===== config.mk =====
export PLATFORM = sky130hd
export DESIGN_NAME = multicycle_controller
export DESIGN_NICKNAME = d
export VERILOG_FILES = /design/src/rtl/riscv_ctrl_pkg.sv /design/src/rtl/mem_wait_timer.sv /design/src/rtl/multicycle_controller.sv
export SDC_FILE = /design/constraint.sdc
export NUM_CORES = 1
export LEC_CHECK = 0
export BUFFER_PORTS_ARGS = -buffer_cell sky130_fd_sc_hd__clkbuf_2
export CAP_MARGIN = 5
export CORE_AREA = 8 8 53 55
export CTS_BUF_LIST = sky130_fd_sc_hd__clkbuf_8
export DETAILED_ROUTE_END_ITERATION = 6
export DIE_AREA = 0 0 61 63
export GPL_ROUTABILITY_DRIVEN = 0
export PLACE_DENSITY = 0.89
export RECOVER_POWER = 25
export SLEW_MARGIN = 20
export SYNTH_ARGS = -nofsm -noshare
export SYNTH_HDL_FRONTEND = slang
export SYNTH_HIERARCHICAL = 1
export SYNTH_SLANG_ARGS = --single-unit

===== constraint.sdc =====
create_clock -name clk -period 2.5 [get_ports clk]
set_clock_uncertainty 0.15 [all_clocks]
set_input_delay 0.25 -clock clk [delete_from_list [all_inputs] [get_ports clk]]
set_output_delay 0.25 -clock clk [all_outputs]
set_load 0.1 [all_outputs]

===== src/rtl/riscv_ctrl_pkg.sv =====
// rtl/riscv_ctrl_pkg.sv - opcodes, FSM states and datapath select encodings for the multi-cycle controller
package riscv_ctrl_pkg;

   localparam logic [6:0] OP_R      = 7'b0110011;
   localparam logic [6:0] OP_IALU   = 7'b0010011;
   localparam logic [6:0] OP_LUI    = 7'b0110111;
   localparam logic [6:0] OP_LOAD   = 7'b0000011;
   localparam logic [6:0] OP_STORE  = 7'b0100011;
   localparam logic [6:0] OP_BRANCH = 7'b1100011;
   localparam logic [6:0] OP_JAL    = 7'b1101111;
   localparam logic [6:0] OP_JALR   = 7'b1100111;
   localparam logic [6:0] OP_AUIPC  = 7'b0010111;

   typedef enum logic [2:0] {
      S_IDLE, S_FETCH, S_DECODE, S_EXEC, S_MEM, S_WB, S_TRAP
   } state_t;

   typedef enum logic [3:0] {
      C_R, C_IALU, C_LUI, C_LOAD, C_STORE,
      C_BRANCH, C_JAL, C_JALR, C_AUIPC, C_ILLEGAL
   } opclass_t;

   localparam logic [1:0] PC_PLUS4  = 2'b00;
   localparam logic [1:0] PC_IMM    = 2'b01;
   localparam logic [1:0] PC_ALU    = 2'b10;

   localparam logic [1:0] WB_ALU    = 2'b00;
   localparam logic [1:0] WB_MEM    = 2'b01;
   localparam logic [1:0] WB_PC4    = 2'b10;

   localparam logic [1:0] SRCA_RS1  = 2'b00;
   localparam logic [1:0] SRCA_PC   = 2'b01;
   localparam logic [1:0] SRCA_ZERO = 2'b10;

   localparam logic [1:0] ALU_ADD    = 2'b00;
   localparam logic [1:0] ALU_BRANCH = 2'b01;
   localparam logic [1:0] ALU_FUNCT  = 2'b10;

   // Control-flow opcodes collapse to C_ILLEGAL when jumps are not built in
   function automatic opclass_t decode_opcode(input logic [6:0] op, input logic jumps);
      case (op)
         OP_R:      return C_R;
         OP_IALU:   return C_IALU;
         OP_LUI:    return C_LUI;
         OP_LOAD:   return C_LOAD;
         OP_STORE:  return C_STORE;
         OP_BRANCH: return jumps ? C_BRANCH : C_ILLEGAL;
         OP_JAL:    return jumps ? C_JAL    : C_ILLEGAL;
         OP_JALR:   return jumps ? C_JALR   : C_ILLEGAL;
         OP_AUIPC:  return jumps ? C_AUIPC  : C_ILLEGAL;
         default:   return C_ILLEGAL;
      endcase
   endfunction

endpackage


===== src/rtl/mem_wait_timer.sv =====
// rtl/mem_wait_timer.sv - saturating wait counter that flags a stalled memory access
module mem_wait_timer #(
   parameter int MEM_TIMEOUT = 15
) (
   input  logic clk,
   input  logic rst_n,
   input  logic active,
   input  logic ready,
   output logic expired
);

   localparam int CW = (MEM_TIMEOUT > 0) ? $clog2(MEM_TIMEOUT + 1) : 1;
   localparam logic [CW-1:0] LIMIT = CW'(MEM_TIMEOUT);
   localparam logic [CW-1:0] LAST  = CW'(MEM_TIMEOUT - 1);

   logic [CW-1:0] count;

   // Count wait cycles of the current access; restart whenever the access ends or the state is left
   always_ff @(posedge clk or negedge rst_n) begin
      if (!rst_n)
         count <= '0;
      else if (!active || ready)
         count <= '0;
      else if (count != LIMIT)
         count <= count + CW'(1);
   end

   // The cycle whose increment would reach the limit is the last one; a ready in that cycle still wins
   generate
      if (MEM_TIMEOUT == 0) begin : g_off
         assign expired = 1'b0;
      end else begin : g_on
         assign expired = active && !ready && (count == LAST);
      end
   endgenerate

endmodule


===== src/rtl/multicycle_controller.sv =====
// rtl/multicycle_controller.sv - multi-cycle RV32I control FSM with stalling memory handshake and sticky traps
module multicycle_controller
   import riscv_ctrl_pkg::*;
#(
   parameter int ALUOP_W      = 2,
   parameter bit ENABLE_JUMPS = 1'b1,
   parameter int MEM_TIMEOUT  = 15
) (
   input  logic               clk,
   input  logic               rst_n,
   input  logic [6:0]         opcode,
   input  logic               branch_taken,
   input  logic               mem_ready,
   output logic               mem_req,
   output logic               mem_we,
   output logic               ir_write,
   output logic               pc_write,
   output logic [1:0]         pc_src,
   output logic               reg_write,
   output logic [1:0]         wb_sel,
   output logic [1:0]         alu_src_a,
   output logic               alu_src_b,
   output logic [ALUOP_W-1:0] alu_op,
   output logic               illegal_instr,
   output logic               bus_error
);

   state_t   state, state_nxt;
   opclass_t cls_q, cls_dec;
   logic     illegal_q, bus_error_q;
   logic     tmr_expired;
   logic [1:0] alu_op_cls;

   assign cls_dec = decode_opcode(opcode, ENABLE_JUMPS);

   mem_wait_timer #(.MEM_TIMEOUT(MEM_TIMEOUT)) u_timer (
      .clk     (clk),
      .rst_n   (rst_n),
      .active  ((state == S_FETCH) || (state == S_MEM)),
      .ready   (mem_ready),
      .expired (tmr_expired)
   );

   // State register
   always_ff @(posedge clk or negedge rst_n) begin
      if (!rst_n) state <= S_IDLE;
      else        state <= state_nxt;
   end

   // Latch the opcode class in DECODE and record sticky trap causes
   always_ff @(posedge clk or negedge rst_n) begin
      if (!rst_n) begin
         cls_q       <= C_ILLEGAL;
         illegal_q   <= 1'b0;
         bus_error_q <= 1'b0;
      end else begin
         if (state == S_DECODE) cls_q <= cls_dec;
         if ((state == S_DECODE) && (cls_dec == C_ILLEGAL)) illegal_q <= 1'b1;
         if (tmr_expired) bus_error_q <= 1'b1;
      end
   end

   // Next-state sequencing
   always_comb begin
      state_nxt = state;
      case (state)
         S_IDLE:   state_nxt = S_FETCH;
         S_FETCH:  if (mem_ready) state_nxt = S_DECODE;
                   else if (tmr_expired) state_nxt = S_TRAP;
         S_DECODE: state_nxt = (cls_dec == C_ILLEGAL) ? S_TRAP : S_EXEC;
         S_EXEC:   case (cls_q)
                      C_LOAD, C_STORE:          state_nxt = S_MEM;
                      C_BRANCH, C_JAL, C_JALR:  state_nxt = S_FETCH;
                      default:                  state_nxt = S_WB;
                   endcase
         S_MEM:    if (mem_ready) state_nxt = (cls_q == C_LOAD) ? S_WB : S_FETCH;
                   else if (tmr_expired) state_nxt = S_TRAP;
         S_WB:     state_nxt = S_FETCH;
         S_TRAP:   state_nxt = S_TRAP;
         default:  state_nxt = S_IDLE;
      endcase
   end

   // Datapath controls from state and latched class; branch and store-ready terms are Mealy
   always_comb begin
      mem_req    = 1'b0;
      mem_we     = 1'b0;
      ir_write   = 1'b0;
      pc_write   = 1'b0;
      pc_src     = PC_PLUS4;
      reg_write  = 1'b0;
      wb_sel     = WB_ALU;
      alu_src_a  = SRCA_RS1;
      alu_src_b  = 1'b0;
      alu_op_cls = ALU_ADD;
      case (state)
         S_FETCH: begin
            mem_req  = 1'b1;
            ir_write = mem_ready;
         end
         S_EXEC: begin
            case (cls_q)
               C_R:    alu_op_cls = ALU_FUNCT;
               C_IALU: begin alu_src_b = 1'b1; alu_op_cls = ALU_FUNCT; end
               C_LUI:  begin alu_src_a = SRCA_ZERO; alu_src_b = 1'b1; end
               C_AUIPC: begin alu_src_a = SRCA_PC; alu_src_b = 1'b1; end
               C_LOAD, C_STORE: alu_src_b = 1'b1;
               C_BRANCH: begin
                  alu_op_cls = ALU_BRANCH;
                  pc_write   = 1'b1;
                  pc_src     = branch_taken ? PC_IMM : PC_PLUS4;
               end
               C_JAL: begin
                  reg_write = 1'b1;
                  wb_sel    = WB_PC4;
                  pc_write  = 1'b1;
                  pc_src    = PC_IMM;
               end
               C_JALR: begin
                  alu_src_b = 1'b1;
                  reg_write = 1'b1;
                  wb_sel    = WB_PC4;
                  pc_write  = 1'b1;
                  pc_src    = PC_ALU;
               end
               default: ;
            endcase
         end
         S_MEM: begin
            mem_req   = 1'b1;
            mem_we    = (cls_q == C_STORE);
            alu_src_b = 1'b1;
            pc_write  = (cls_q == C_STORE) && mem_ready;
         end
         S_WB: begin
            reg_write = 1'b1;
            pc_write  = 1'b1;
            wb_sel    = (cls_q == C_LOAD) ? WB_MEM : WB_ALU;
         end
         default: ;
      endcase
   end

   assign alu_op        = ALUOP_W'(alu_op_cls);
   assign illegal_instr = illegal_q;
   assign bus_error     = bus_error_q;

endmodule


# Word level (Yosys, flattened, before mapping)
# Index checks and enable logic that the tools add are counted.
# classes
mul,0
n_shift,0
n_eq_ne,26
reduce_logical,18
n_lt_le_gt_ge,0
n_bitwise,0
div,0
addsub,1
muxes,29
# ops
op,n
one-hot mux 4 bit (9 select lines),1
equality test 7 x 6 -> 1 bit (second input constant),3
equality test 7 bit (second input constant),3
one-hot mux 3 bit (6 select lines),1
equality test 4 x 3 -> 1 bit (second input constant),4
two-way mux 3 bit,5
equality test 7 x 5 -> 1 bit (second input constant),2
equality test 4 bit (second input constant),3
one-hot mux 2 bit (2 select lines),3
OR reduction 2 bit,5
equality test 3 bit (second input constant),3
equality test 4 x 2 -> 1 bit (second input constant),2
two-way mux 1 bit,8
two-way mux 2 bit,4
two-way mux 4 bit,2
equality test 7 x 2 -> 1 bit (second input constant),1
equality test 3 x 2 -> 1 bit (second input constant),2
one-hot mux 2 bit (3 select lines),1
one-hot mux 3 bit (2 select lines),1
OR reduction 6 bit,1
adder 4 x 1 -> 4 bit (second input constant),1
equality test 4 x 1 -> 1 bit (second input constant),1
logical AND 1 bit,4
logical NOT 4 bit,1
other kinds (9),12
# word_totals
wordCells,79
ff_bits,13
inputBits,11
latchBits,0
memories,0
mem_bits_ro,0
ramBits,0

# Logic depth before layout (Yosys ltp)
# depth
word_depth,7
mapped_depth,8

# Cells and area by module
# Netlist, hierarchy kept.
# modules_own_cells
module,area_per_inst_um2,instances,seq_area_each_um2,cells_per_inst
multicycle_controller,763.2,1,227.7,93
mem_wait_timer,242.7,1,100.1,24

# Worst setup path after synthesis
# No wires, ideal clock.
# synth_path
kind,reg-to-output
startpoint,reg state[2]
endpoint,out alu_src_a[1]
required_ns,2.100
path_slack_ns,-1.539
path_buffers,1
path_stages_with_launch,4
t_arrival_ns,3.639
path_cell_list,dfrtp_1 > buf_4 > nand3b_1 > nor4_1
# synth_between
elab_chain_len,2
# synth_lines
element,line_no,source
from (decl),multicycle_controller.sv:28,"state_t state, state_nxt;"
from (signal assigned),multicycle_controller.sv:47,else state <= state_nxt;
equality test 3 x 2 -> 1 bit,multicycle_controller.sv:96,case (state)
two-way mux 2 bit,multicycle_controller.sv:96,
to (decl),multicycle_controller.sv:21,"output logic [1:0] alu_src_a,"
# No other way between the ends.

# Worst setup path after layout
# layout_path
startpoint,reg state[1]
endpoint,out alu_op[0]
# layout_between
elab_chain_len,2
# layout_lines
element,line_no,source
equality test 3 x 2 -> 1 bit,multicycle_controller.sv:96,
two-way mux 2 bit,multicycle_controller.sv:96,
to (decl),multicycle_controller.sv:23,"output logic [ALUOP_W-1:0] alu_op,"
# No other way between the ends.

==> results.md <==
* CTS H-tree lvls at 1
* Flops & latches, synth at 13
* Commonest cells after routing, fill and taps aside: clkbuf_2, dfrtp_1, a21oi_1, nand2_1, nor2_1
* Worst setup EP type: primary output
* Mapped Nets at 130
* LEAKAGE at 0.5438 nW
* Syn Inst Count at 117
* Worst Max-Slew Pin Slew at 704.6 ps
* Fill count at 190
* Crit. Startpoint: state[1]
* Crit path max fanout at 10
* Worst EP arrival at 1930 ps
* Clock period minus worst slack at 2332 ps
* Maximum vdd drop at 0.5009 mV
* P_int at 0.0005656 W
* CTS buffer count at 3
* GR Util met1 at 16.47%
* PD cells at 994.7 mW/mm^2
* Main combinational cell family by area after synthesis: simple AND/OR/NAND/NOR gates
* CTS root buf: clkbuf_8
* Clk_lat worst skew at 240 ps
* Grt ovf at 0
* Post-synthesis mux area share at 1.119%
* Setup violators final at 0
* Startpoint types: flop
* Most common cell after layout, fill and taps aside: clkbuf_2
* Clock transition at path regs at 50 ps
* Status: finished, final reports clean
* Post-synth EDFFs at 0
* Clock power share at 14.7%
* GRT met3 Usage at 2.263%
* Ys async rst share at 100.0%
* Die H at 63 microns
* Sw frac at 53.34%
* DRC Markers at 0
* Ys Warns at 6
* GRT Max-Usage Layer: met2
* Top FF cell, synth: dfrtp_1
* Row count at 17
* Detailed Place HPWL at 1.937 mm
* Largest net degree at the start of global routing at 15
* R2R depth at 7
* R2r endpoint: state[0]
* R2r startpoint: state[0]
* DIE AREA at 0.003843 sq mm
* Post-synthesis compound-gate area fraction at 21.89%
* Global-route met2 utilization at 21.56%
* Reg2Reg Setup Slack at 270 ps
* Boundary pin count at 27
* Area of the multi-input gates at 650.6 sq um
* Synth unique cells at 48
* NumNets Final at 156
* Port bufs at 26
* Drt first pass iters at 4
* Antenna Cells at 0
* Register area at 327.8 sq um
* Max-slew headroom at 53.03%
* RSZ-0062 raised after global routing: false
* Initial Utilization at 48.76%
* Switch Pwr at 0.0006466 W
* Final WL at 2.456 mm
* Max Buffers Root-to-Sink at 2
* Die width at 61 microns
* Core area at 0.002063 sq mm
* Synth Area in Adders at 3.607%
* Total GRT Usage at 13.56%
* WL/cell at 14.45 microns
* Number of antenna-violating nets in the routed design at 0
* First-pass GRT wire length at 4.146 mm
* Sequential Power Share at 32.3%
* Worst EP required at 2100 ps
* Initial antenna violation count at 0
* Final Hold Viols at 0
* Vias at 978
* Simple-Gate Fraction of Synth Area at 34.58%
* Period utilisation layout at 93.29%
* XOR/XNOR Fraction of Synth Area at 0%
* Postcts setup bufs at 0
* Drt via density at 5.753
* Fmax at 0.4288 GHz
* Hold_ws at 209.0 ps
* MaxCap Viol Count at 0
* Setup crit end: alu_op[0]
* Vias in the first global route at 943
* Hold buffers post-CTS at 1
* Worst hold path cell count at 3
* Layout cells sized above 1 at 35.21%
* Total power draw at 0.001212 W
* Final Slew Violations at 0
* DRT iter0 DRCs at 47
* Logic pwr share at 53.0%
* CP Class: reg2out
* Clk sinks at 13
* Cts repair resizes at 0
* Area Growth Syn to Fin at 21.14%
* Mapped Area at 0.001006 sq mm
* Post-synthesis average cell area at 8.598 sq um
* Sequential area share after synthesis at 32.59%
* HP Class: in2reg
* TritonCTS clock tree: yes
-- area by class of cell --
type	count	share of cell area, %
Clock inverter	1	0.3080
Sequential cell	13	26.90
Clock buffer	3	3.388
Tap cell	28	2.875
Inverter	5	1.540
Multi-Input combinational cell	93	53.39
Timing Repair Buffer	27	11.60
-- worst max-delay path: stages, from the launching register on --
cell,delay (ps)
dfrtp_1,550
nor2b_4,240
nand3_1,190
nor3_1,220
clkbuf_2,490
-- registers in the layout (all words and copies together), names as in the netlist --
signal         flops
cls_q              4
illegal_instr      1
bus_error          1
u_timer/count      4
state              3
-- metrics by stage --
step                area [sq um]  TNS, ps  instances  utilization [%]  worst slack [ps]
floorplan                   1041    -3126        117                -            -730.1
detailed placement          1165        0        165            56.46             339.4
CTS                         1220        0        170            59.13             169.0
global route                1219        0        170            59.07             67.07
global placement            1165        0        165            56.46             437.5
finish                      1219        0        170            59.07             167.7
-- kinds of logic (layout without fill, tap and decap cells) --
group | Yosys count | in the layout
AOI/OAI and AO/OA | 33 | 33
adders and majority gates | 3 | 3
DFF | 13 | 13
and+or+nand+nor | 56 | 56
muxes | 1 | 1
buffers and inverters | 11 | 36
-- metal layers --
metal / up-vias / share of wire, %
met3: 6 / 7.2
met1: 445 / 42
met2: 41 / 48
met5: - / 0
met4: 0 / 2.6
li1: 486 / -
-- worst min path at each step --
stage	from	endpoint	slack, ps
finish	opcode[0]	cls_q[1]	210
global route	opcode[0]	cls_q[1]	230
CTS	opcode[0]	cls_q[1]	210
detailed placement	rst_n	cls_q[1]	20
global placement	rst_n	cls_q[1]	7
floorplan	rst_n	bus_error	-200
-- power groups by stage --
| stage | Sequential, W | Clock (W) | Combinational, W |
|---|---|---|---|
| 6_report | 0.000392 | 0.000178 | 0.000642 |
| 5_1_grt | 0.000405 | 0.000198 | 0.000687 |
| 4_1_cts | 0.000389 | 0.000183 | 0.000646 |
| 3_5_place_dp | 0.000392 | 0 | 0.000641 |
| 3_3_place_gp | 0.000381 | 0 | 0.000623 |
| 2_1_floorplan | 0.000321 | 0 | 0.000634 |
-- synthesized netlist by cell type (all sizes together), types with 2 or more instances --
cell type | number | share of area [%]
a211oi | 2 | 2.0
a21oi | 11 | 5.5
a31o | 2 | 1.7
a31oi | 4 | 2.5
and3 | 2 | 1.2
and4b | 2 | 2.0
buf | 6 | 4.4
dfrtp | 11 | 27
dfstp | 2 | 5.2
ha | 2 | 2.5
inv | 5 | 1.9
nand2 | 8 | 3.0
nand2b | 6 | 4.7
nand3 | 6 | 3.0
nand3b | 2 | 1.5
nand4 | 2 | 1.2
nor2 | 9 | 3.6
nor2b | 3 | 2.9
nor3 | 6 | 3.5
nor4 | 2 | 1.2
o21ai | 2 | 1.0
o22ai | 4 | 2.5
or2 | 2 | 1.2
or3 | 2 | 1.2
(Power assumes the default switching activity.)
